$ cat config.mk
export PLATFORM = sky130hd
export DESIGN_NAME = j1_io_uart
export DESIGN_NICKNAME = d
export VERILOG_FILES = /design/src/rtl/j1_io_uart.sv
export SDC_FILE = /design/constraint.sdc
export NUM_CORES = 1
export LEC_CHECK = 0
export CORE_MARGIN = 3
export CORE_UTILIZATION = 35
export CTS_BUF_LIST = sky130_fd_sc_hd__clkbuf_4 sky130_fd_sc_hd__clkbuf_8 sky130_fd_sc_hd__clkbuf_16
export DETAILED_ROUTE_END_ITERATION = 10
export DONT_BUFFER_PORTS = 1
export SETUP_SLACK_MARGIN = 0.2
export SKIP_LAST_GASP = 1
export SLEW_MARGIN = 10
export SYNTH_ARGS = -nofsm -noshare
export SYNTH_HDL_FRONTEND = slang
export SYNTH_SLANG_ARGS = --single-unit
$ cat constraint.sdc
create_clock -name sys_clk_i -period 3.1 [get_ports sys_clk_i]
set_input_delay 0.31 -clock sys_clk_i [delete_from_list [all_inputs] [get_ports sys_clk_i]]
set_output_delay 0.31 -clock sys_clk_i [all_outputs]
set_load 0.1 [all_outputs]
$ cat src/rtl/j1_io_uart.sv
// j1_io_uart: memory-mapped UART for the j1 IO bus.
// The window holds DATA (+0), STATUS (+2), DIV (+4) and a reserved word (+6).
// The block has a 16-deep TX FIFO and a single RX holding register.
// Read data is combinational and reads 0 when the block is not addressed,
// so the read buses of several instances can be ORed together.
module j1_io_uart #(
  parameter logic [15:0] BASE_ADDR     = 16'h4000,
  parameter logic [15:0] CLK_DIV_RESET = 16'd434,
  parameter int          FIFO_AW       = 4
) (
  input  logic        sys_clk_i,
  input  logic        sys_rst_i,
  input  logic        io_rd_i,
  input  logic        io_wr_i,
  input  logic [15:0] io_addr_i,
  input  logic [15:0] io_data_i,
  output logic [15:0] io_data_o,
  output logic        uart_tx_o,
  input  logic        uart_rx_i
);

  typedef enum logic [1:0] {S_IDLE, S_START, S_DATA, S_STOP} state_t;

  // Address decode. Byte address bit 0 does not take part in the decode.
  logic       hit;
  logic [1:0] sel;
  logic       wr_data, wr_stat, wr_div, rd_data;
  assign hit     = (io_addr_i[15:3] == BASE_ADDR[15:3]);
  assign sel     = io_addr_i[2:1];
  assign wr_data = io_wr_i & hit & (sel == 2'd0);
  assign wr_stat = io_wr_i & hit & (sel == 2'd1);
  assign wr_div  = io_wr_i & hit & (sel == 2'd2);
  assign rd_data = io_rd_i & hit & (sel == 2'd0);

  logic [15:0] div_q, per;
  assign per = (div_q < 16'd2) ? 16'd2 : div_q;

  // ---------------- TX FIFO ----------------
  logic [7:0]       mem [2**FIFO_AW];
  logic [FIFO_AW:0] wp, rp;
  logic             empty, full, pop, push;
  assign empty = (wp == rp);
  assign full  = (wp[FIFO_AW] != rp[FIFO_AW]) && (wp[FIFO_AW-1:0] == rp[FIFO_AW-1:0]);
  assign push  = wr_data & (~full | pop);

  // FIFO pointers. A push into a full FIFO is accepted only when a pop
  // frees a slot in the same cycle.
  always_ff @(posedge sys_clk_i) begin
    if (sys_rst_i) begin
      wp <= '0;
      rp <= '0;
    end else begin
      if (push) wp <= wp + 1'b1;
      if (pop)  rp <= rp + 1'b1;
    end
  end

  // FIFO storage. It needs no reset because the pointers gate every read.
  always_ff @(posedge sys_clk_i) begin
    if (push) mem[wp[FIFO_AW-1:0]] <= io_data_i[7:0];
  end

  // ---------------- TX engine ----------------
  state_t      tx_st, tx_st_n;
  logic [15:0] tx_cnt, tx_cnt_n;
  logic [7:0]  tx_sh, tx_sh_n;
  logic [2:0]  tx_bit, tx_bit_n;
  logic        tx_q, tx_d;

  // TX state, shifter and the registered line output.
  always_ff @(posedge sys_clk_i) begin
    if (sys_rst_i) begin
      tx_st  <= S_IDLE;
      tx_cnt <= '0;
      tx_sh  <= '0;
      tx_bit <= '0;
      tx_q   <= 1'b1;
    end else begin
      tx_st  <= tx_st_n;
      tx_cnt <= tx_cnt_n;
      tx_sh  <= tx_sh_n;
      tx_bit <= tx_bit_n;
      tx_q   <= tx_d;
    end
  end

  // TX next state. The bit counter reloads from DIV at every bit boundary,
  // so a new DIV value takes effect at the next boundary.
  always_comb begin
    tx_st_n  = tx_st;
    tx_cnt_n = tx_cnt;
    tx_sh_n  = tx_sh;
    tx_bit_n = tx_bit;
    pop      = 1'b0;
    case (tx_st)
      S_IDLE: if (!empty) begin
        pop      = 1'b1;
        tx_sh_n  = mem[rp[FIFO_AW-1:0]];
        tx_cnt_n = per - 16'd1;
        tx_st_n  = S_START;
      end
      S_START: if (tx_cnt == 16'd0) begin
        tx_cnt_n = per - 16'd1;
        tx_bit_n = 3'd0;
        tx_st_n  = S_DATA;
      end else tx_cnt_n = tx_cnt - 16'd1;
      S_DATA: if (tx_cnt == 16'd0) begin
        tx_cnt_n = per - 16'd1;
        if (tx_bit == 3'd7) tx_st_n = S_STOP;
        else begin
          tx_bit_n = tx_bit + 3'd1;
          tx_sh_n  = tx_sh >> 1;
        end
      end else tx_cnt_n = tx_cnt - 16'd1;
      S_STOP: if (tx_cnt == 16'd0) tx_st_n = S_IDLE;
              else tx_cnt_n = tx_cnt - 16'd1;
      default: tx_st_n = S_IDLE;
    endcase
    case (tx_st_n)
      S_START: tx_d = 1'b0;
      S_DATA:  tx_d = tx_sh_n[0];
      default: tx_d = 1'b1;
    endcase
  end

  assign uart_tx_o = tx_q;

  // ---------------- RX engine ----------------
  logic        rx_ff1, rx_s, rx_prev;
  state_t      rx_st, rx_st_n;
  logic [15:0] rx_cnt, rx_cnt_n;
  logic [7:0]  rx_sh, rx_sh_n;
  logic [2:0]  rx_bit, rx_bit_n;
  logic        done_ok, done_err;

  // Two-flop synchronizer, a delayed copy for edge detection, and RX state.
  always_ff @(posedge sys_clk_i) begin
    if (sys_rst_i) begin
      rx_ff1  <= 1'b1;
      rx_s    <= 1'b1;
      rx_prev <= 1'b1;
      rx_st   <= S_IDLE;
      rx_cnt  <= '0;
      rx_sh   <= '0;
      rx_bit  <= '0;
    end else begin
      rx_ff1  <= uart_rx_i;
      rx_s    <= rx_ff1;
      rx_prev <= rx_s;
      rx_st   <= rx_st_n;
      rx_cnt  <= rx_cnt_n;
      rx_sh   <= rx_sh_n;
      rx_bit  <= rx_bit_n;
    end
  end

  // RX next state. The start bit is checked at half a bit period, and every
  // later sample falls one full period after the previous one, in mid-bit.
  always_comb begin
    rx_st_n  = rx_st;
    rx_cnt_n = rx_cnt;
    rx_sh_n  = rx_sh;
    rx_bit_n = rx_bit;
    done_ok  = 1'b0;
    done_err = 1'b0;
    case (rx_st)
      S_IDLE: if (rx_prev && !rx_s) begin
        rx_cnt_n = (per >> 1) - 16'd1;
        rx_st_n  = S_START;
      end
      S_START: if (rx_cnt == 16'd0) begin
        if (rx_s) rx_st_n = S_IDLE;
        else begin
          rx_cnt_n = per - 16'd1;
          rx_bit_n = 3'd0;
          rx_st_n  = S_DATA;
        end
      end else rx_cnt_n = rx_cnt - 16'd1;
      S_DATA: if (rx_cnt == 16'd0) begin
        rx_sh_n  = {rx_s, rx_sh[7:1]};
        rx_cnt_n = per - 16'd1;
        if (rx_bit == 3'd7) rx_st_n = S_STOP;
        else rx_bit_n = rx_bit + 3'd1;
      end else rx_cnt_n = rx_cnt - 16'd1;
      S_STOP: if (rx_cnt == 16'd0) begin
        rx_st_n  = S_IDLE;
        done_ok  = rx_s;
        done_err = ~rx_s;
      end else rx_cnt_n = rx_cnt - 16'd1;
      default: rx_st_n = S_IDLE;
    endcase
  end

  // ---------------- registers and flags ----------------
  logic [7:0] rx_data;
  logic       rx_valid, rx_ovr, rx_ferr;

  // Software-visible state. A flag being set wins over a write-1 clear in the
  // same cycle, and a completion that coincides with a DATA read is not an overrun.
  always_ff @(posedge sys_clk_i) begin
    if (sys_rst_i) begin
      div_q    <= CLK_DIV_RESET;
      rx_data  <= '0;
      rx_valid <= 1'b0;
      rx_ovr   <= 1'b0;
      rx_ferr  <= 1'b0;
    end else begin
      if (wr_div) div_q <= io_data_i;
      if (done_ok) rx_data <= rx_sh;
      if (done_ok) rx_valid <= 1'b1;
      else if (rd_data) rx_valid <= 1'b0;
      if (done_ok && rx_valid && !rd_data) rx_ovr <= 1'b1;
      else if (wr_stat && io_data_i[4]) rx_ovr <= 1'b0;
      if (done_err) rx_ferr <= 1'b1;
      else if (wr_stat && io_data_i[5]) rx_ferr <= 1'b0;
    end
  end

  // Read mux, gated by address hit only.
  always_comb begin
    io_data_o = 16'h0000;
    if (hit) begin
      case (sel)
        2'd0:    io_data_o = {8'h00, rx_data};
        2'd1:    io_data_o = {10'd0, rx_ferr, rx_ovr, rx_valid, (tx_st != S_IDLE), empty, full};
        2'd2:    io_data_o = div_q;
        default: io_data_o = 16'h0000;
      endcase
    end
  end

endmodule
==> flow_summary.toml, run 1 <==
[sta]
fin_crit_sh_pct = 90.6
slew_headroom_pct = 35.7
slew_viol_final = 0
setup_slack_ps = 291
setup_viol = 0
skew_ps = 12.7
fin_crit_ps = 2810
worstMarginPinSlew_ps = 963
timing.final.hold_violations = 0
rsz0062_at_grt = "true"
max_freq_mhz = 356

[clock_tree]
cts_sinks = 231
cts_buffers = 26
clk_pin_slew_ps = 60
cts_buffer_depth = 3
insertion_delay_ps = 540
clockRootBuffer = "clkbuf_16"
cts_tree = "done"
htreeDepth = 1

[floorplan]
die-area_sq_um = 34400
io_pins = 54
fp-row-count = 65
die_w_microns = 185
start_util_pct = 35.6
fp.dieH_microns = 185
core_region_area_sq_um = 31600

[yosys]
ys_seq_area_share_pct = 52.4
synth.most_common_cell = "edfxtp_1"
synth_top_area_share_pct = 34.1
synthAdderAreaFrac_pct = 2.66
synth_top_area_cell = "edfxtp_1"
avgSynthCellArea_sq_um = 11.2
synth-compound-area-share_pct = 12.1
yosys_warnings = 0
synth_seq_cells = 231
synth_edf_count = 128
synthMuxAreaShare_pct = 9.64
async_reset_ff_share_pct = 0
synthesis.instances = 1009
synthFlopType = "edfxtp_1"
synthesis.nets = 1070
synthTopCellsByCount = "edfxtp_1 (128), dfxtp_1 (103), nand2_1 (90)"
synth_area_leaders = "edfxtp_1 (34%), dfxtp_1 (18%), mux4_2 (6.8%)"
synth_xor_area_share_pct = 4.20
synth_top_family_by_area = "simple AND/OR/NAND/NOR gates"
synth_cell_type_count = 76
yosys.area_share.simple_pct = 15.8
syn_area_sq_um = 11300

[cells_and_area]
fillers = 2902
num-nets-final = 1120
instances_no_fill = 1479
syn2layout_area_growth_pct = 18.6
antennaDiodeCount = 0
design_area_sq_um = 13400
drive_gt1_share_pct = 17.9

[grt]
gr-total-overflow = 0
grt_usage_pct = 16.7
grt_max_degree = 86
grt_pass1_wl_mm = 45.5
grt_pass1_vias = 7913
antenna_found_initial = 0

[route]
wl_per_cell_microns = 19.6
drt-vias-per-instance = 5.58
drc = 0
first_pass_iters = 5
wirelength_mm = 29.0
drtIter0Drc = 765
drtAntennaViolNets = 0
via_count = 8247

[min_path]
hold_class = "primary input to flip-flop"
min_path_cells = 2
min_to = "tx_sh[6]"
min_from = "sys_rst_i"

[placement]
place_ws_ps = 157
postPlaceCellArea_sq_um = 12200
gp_congestion = 0.929
dp_hpwl_mm = 19.9
io_buffers = 0
place_inst = 1413

[setup_path]
r2r-start = "div_q[4]"
crit_chain = "or4_4, o41ai_4, ha_2, nor3b_2, buf_4, nand2_1, xnor2_1, a22o_1, a221oi_1, o22ai_1"
r2r_cells = 10
cp_slowest_cell = "or4_4"
critPathKind = "flip-flop to flip-flop"
regToRegSetupSlack_ps = 290
start_kind = "flip-flop"
cp_data_required_time_ps = 3520
cp-end-kind = "flip-flop"
slowest_delay_ps = 580
arrival_ps = 3230
critPathMaxFanout = 5
r2r_end = "tx_cnt[6]"

[run_status]
status = "complete, no violations"

[job]
drv_cap = 0

[power]
ir_drop_v = 0.000518
power_leakage_nw = 4.67
powerDensity_nw_per_um2 = 693
==> routing by layer <==
layer,GRT usage (%),wire (microns)
met3,2.44,1590
met2,27.3,13800
met1,23.6,12900
met4,4.23,674
met5,0,0
==> cell usage in the layout (no fill, tap or decap), drive strengths merged, types with 7 or more instances in the layout <==
master,synthesis,layout
nor4,23,23
and3,17,17
ha,24,24
and2,16,16
a22o,7,7
a211oi,10,10
dlygate4sd3,0,18
buf,17,71
nand4,12,12
a31oi,13,13
mux4,34,34
inv,20,20
nor2b,8,8
edfxtp,128,128
clkbuf,52,34
dfxtp,103,103
a221o,7,7
mux2i,32,32
o211ai,8,8
nor3,25,25
nand2,90,90
o21ai,19,19
o22ai,8,8
o221ai,9,9
xor2,30,30
xnor2,24,24
or4,8,8
clkinv,0,9
nand3,31,31
a21oi,71,71
nor2,86,86
==> power breakdown <==
group,switching [mW],internal [mW]
Clock,1.24,1.93
Sequential,0.189,3.34
Combinational,1.60,0.968
==> cells by family (layout without fill, tap and decap cells) <==
family	after synthesis	after routing
muxes	66	66
and+or+nand+nor	346	346
AOI/OAI and AO/OA	199	199
buffers and inverters	89	157
xor gates and xnor gates	54	54
DFF	231	231
adders and majority gates	24	24
==> area by class of cell <==
cell class | instances | area, sq um | area share, %
Inverter | 20 | 75.1 | 0.562
Multi-Input combinational cell | 689 | 5080 | 38.1
Tap cell | 402 | 503 | 3.77
Clock inverter | 14 | 198 | 1.48
Clock buffer | 32 | 696 | 5.21
Sequential cell | 231 | 5910 | 44.2
Timing Repair Buffer | 91 | 896 | 6.71
==> worst max-delay path, delay by kind of cell (launching register included) <==
kind,cells,cell delay [ps]
compound gates,4,950
xor+xnor,1,180
flops,1,310
fa+ha+maj,1,230
buf+inv,1,180
simple gates,3,850
==> how the worst max path moves through the flow <==
stage / start / to / slack (ps) / cells past startpoint
after floorplan: io_addr_i[4] / io_data_o[6] / -210 / 4
after global placement: div_q[8] / tx_cnt[6] / 210 / 11
after detailed placement: div_q[8] / tx_cnt[6] / 160 / 11
after CTS: div_q[4] / tx_cnt[6] / 170 / 10
after global routing: div_q[4] / rx_cnt[10] / 180 / 10
final: div_q[4] / tx_cnt[6] / 290 / 10
==> flip-flops by register name (all words and copies together), names as in the netlist, 2 cells and up, named ones only <==
| name | cells |
|---|---|
| tx_cnt | 16 |
| tx_bit | 3 |
| wp | 5 |
| tx_sh | 8 |
| rx_data | 8 |
| rx_sh | 8 |
| rx_bit | 3 |
| rp | 5 |
| mem | 128 |
| rx_cnt | 16 |
| div_q | 16 |
| tx_st | 2 |
==> per-stage QoR <==
stage / power [mW] / hold WS, ps / setup TNS, ps / utilization [%]
after CTS: 9.26 / 72.8 / 0 / 42.1
after global routing: 9.70 / 104 / 0 / 42.2
final: 9.26 / 84.3 / 0 / 42.2
after global placement: 6.01 / 399 / 0 / 38.5
after floorplan: 5.38 / 389 / -420 / -
after detailed placement: 6.00 / 401 / 0 / 38.5
==> timing repair <==
action                                  4_1_cts  5_1_grt
endpoints found under the hold margin       221        0
pin swaps                                     1        3
setup buffers                                 0        1
hold buffers                                 19        0
endpoints found under the setup margin        4       16
resized for setup                             2        8
(Power assumes the default switching activity.)
==> run 2: changes to the inputs <==
Settings changed: ABC_CLOCK_PERIOD_IN_PS from default to 3100, CTS_BUF_LIST sky130_fd_sc_hd__clkbuf_4 sky130_fd_sc_hd__clkbuf_8 sky130_fd_sc_hd__clkbuf_16 to default.
==> run 2 against run 1 <==
Net effect: clock skew decreased by 1.1 ps; clock-buffer cell count stayed put; sequential cell count stayed put; wire length about the same; critical path depth did not move; setup slack got worse by 7.6 ps; sequential power about the same; via count is 0.17% lower; critical path type unchanged.
==> flow_summary.toml, run 2 (synthesis gave the netlist of run 1 again) <==
[cells_and_area]
largest_reg_flops = 128
drive_gt1_share_pct = 17.4
antennaDiodeCount = 0
seq_area_sq_um = 5910
multiInputGateArea_sq_um = 5080
syn2layout_area_growth_pct = 18.4
mostFrequentLayoutCells = "edfxtp_1 (128), dfxtp_1 (102), nand2_1 (90)"
num-nets-final = 1120
layout_commonest_cell = "edfxtp_1"
fillers = 2904
instances_no_fill = 1479

[setup_path]
cp_data_required_time_ps = 3520
critical-path-top-delay-family = "compound AO/OA/AOI/OAI gates"
crit_chain = "or4_4, o41ai_4, ha_2, nor3b_2, buf_4, nand2_1, xnor2_1, a22o_1, a221oi_1, o22ai_1"
critPathMaxFanout = 5
cp_slowest_cell = "or4_4"
path_buf_inv = 1
arrival_ps = 3240
critPathKind = "flip-flop to flip-flop"
slowest_delay_ps = 580
cp-end-kind = "flip-flop"
start_kind = "flip-flop"

[floorplan]
die_w_microns = 185
start_util_pct = 35.6
core_region_area_sq_um = 31600
io_pins = 54
fp.dieH_microns = 185
fp-row-count = 65
die-area_sq_um = 34400

[min_path]
hold_class = "primary input to flip-flop"

[grt]
grt_pass1_wl_mm = 45.4
grt_max_degree = 86
grt_pass1_vias = 7887
antenna_found_initial = 0
gr-total-overflow = 0
grt_usage_pct = 16.7

[run_status]
status = "complete, no violations"

[sta]
setup_viol = 0
fin_crit_sh_pct = 90.8
max_freq_mhz = 355
slew_headroom_pct = 35.7
rsz0062_at_grt = "true"
slew_viol_final = 0
timing.final.hold_violations = 0
hold_ws_ps = 84.4
worstMarginPinSlew_ps = 963
fin_crit_ps = 2820
skew_ps = 11.6
fin_setup_tns_ps = 0

[power]
sequentialPowerShare_pct = 38.4
power_leakage_nw = 4.65
ir_drop_v = 0.000518
p_sw_share_pct = 32.7
p_int_mw = 6.19
switching_power_mw = 3.01
finalPower_mw = 9.20
powerDensity_nw_per_um2 = 690
p_clk_share_pct = 33.9
p_comb_share_pct = 27.8

[clock_tree]
cts_buffers = 26
clockRootBuffer = "clkbuf_16"
cts_buffer_depth = 3
htreeDepth = 1
insertion_delay_ps = 540
clk_pin_slew_ps = 60
cts_sinks = 231
cts_tree = "done"

[route]
drc = 0
via_count = 8233
drtAntennaViolNets = 0
drt-vias-per-instance = 5.57
first_pass_iters = 5
wirelength_mm = 29.0
wl_per_cell_microns = 19.6
drtIter0Drc = 777

[placement]
gp_congestion = 0.929
place_inst = 1413
dp_hpwl_mm = 19.9
io_buffers = 0

[job]
drv_cap = 0
-- run 2: cell counts in the layout (fill, tap and decap cells not counted) --
No cell type changed its count.
-- run 2: metrics by stage --
step / util (%) / setup WS, ps / cell area [sq um]
final: 42.2 / 284 / 13300
after global routing: 42.2 / 185 / 13300
after CTS: 42.0 / 171 / 13300
after detailed placement: 38.5 / 157 / 12200
after global placement: 38.5 / 212 / 12200
after floorplan: - / -210 / 11300
-- run 2: repair_timing --
action,4_1_cts,5_1_grt
pin swaps,1,3
endpoints found under the setup margin,4,16
cloned,0,0
buffers inserted,0,1
endpoints found under the hold margin,221,0
resized for setup,2,8
hold buffers,19,0
-- run 2: worst paths after layout --
path | from | end | slack, ps | depth (start not counted)
worst min register to register | rx_ff1 | rx_s | 410 | 1
worst max-delay path | div_q[4] | tx_cnt[6] | 280 | 10
worst min-delay path | sys_rst_i | tx_sh[6] | 80 | 2
worst max register to register | div_q[4] | tx_cnt[6] | 280 | 10
-- run 2: power by group through the flow --
stage	combinational [mW]	clock, mW	sequential (mW)
after floorplan	1.86	0	3.52
after global placement	2.42	0	3.59
after detailed placement	2.42	0	3.59
after CTS	2.50	3.18	3.53
after global routing	2.77	3.33	3.55
final	2.56	3.12	3.53
-- run 2: worst register-to-register path, delay by kind of cell (launching register included) --
family	cells	cell delay, ps
XOR/XNOR	1	180
adder cells (fa/ha/maj)	1	230
flip-flops	1	310
buffers and inverters	1	180
AND/OR/NAND/NOR	3	860
AO/OA/AOI/OAI	4	950
-- run 2: cell type report --
class	count	area share, %
clock buffers	32	5.05
well taps	402	3.77
multi-input cells	689	38.1
clock inverters	14	1.48
flip-flops and latches	231	44.3
repair buffers	91	6.72
inverters	20	0.563
-- run 2: per-layer routing --
metal	routed length [microns]	GRT usage, %	vias up
li1	-	-	3901
met1	13000	23.6	4029
met2	13800	27.2	243
met3	1520	2.47	60
met4	690	4.23	0
met5	0	0	-
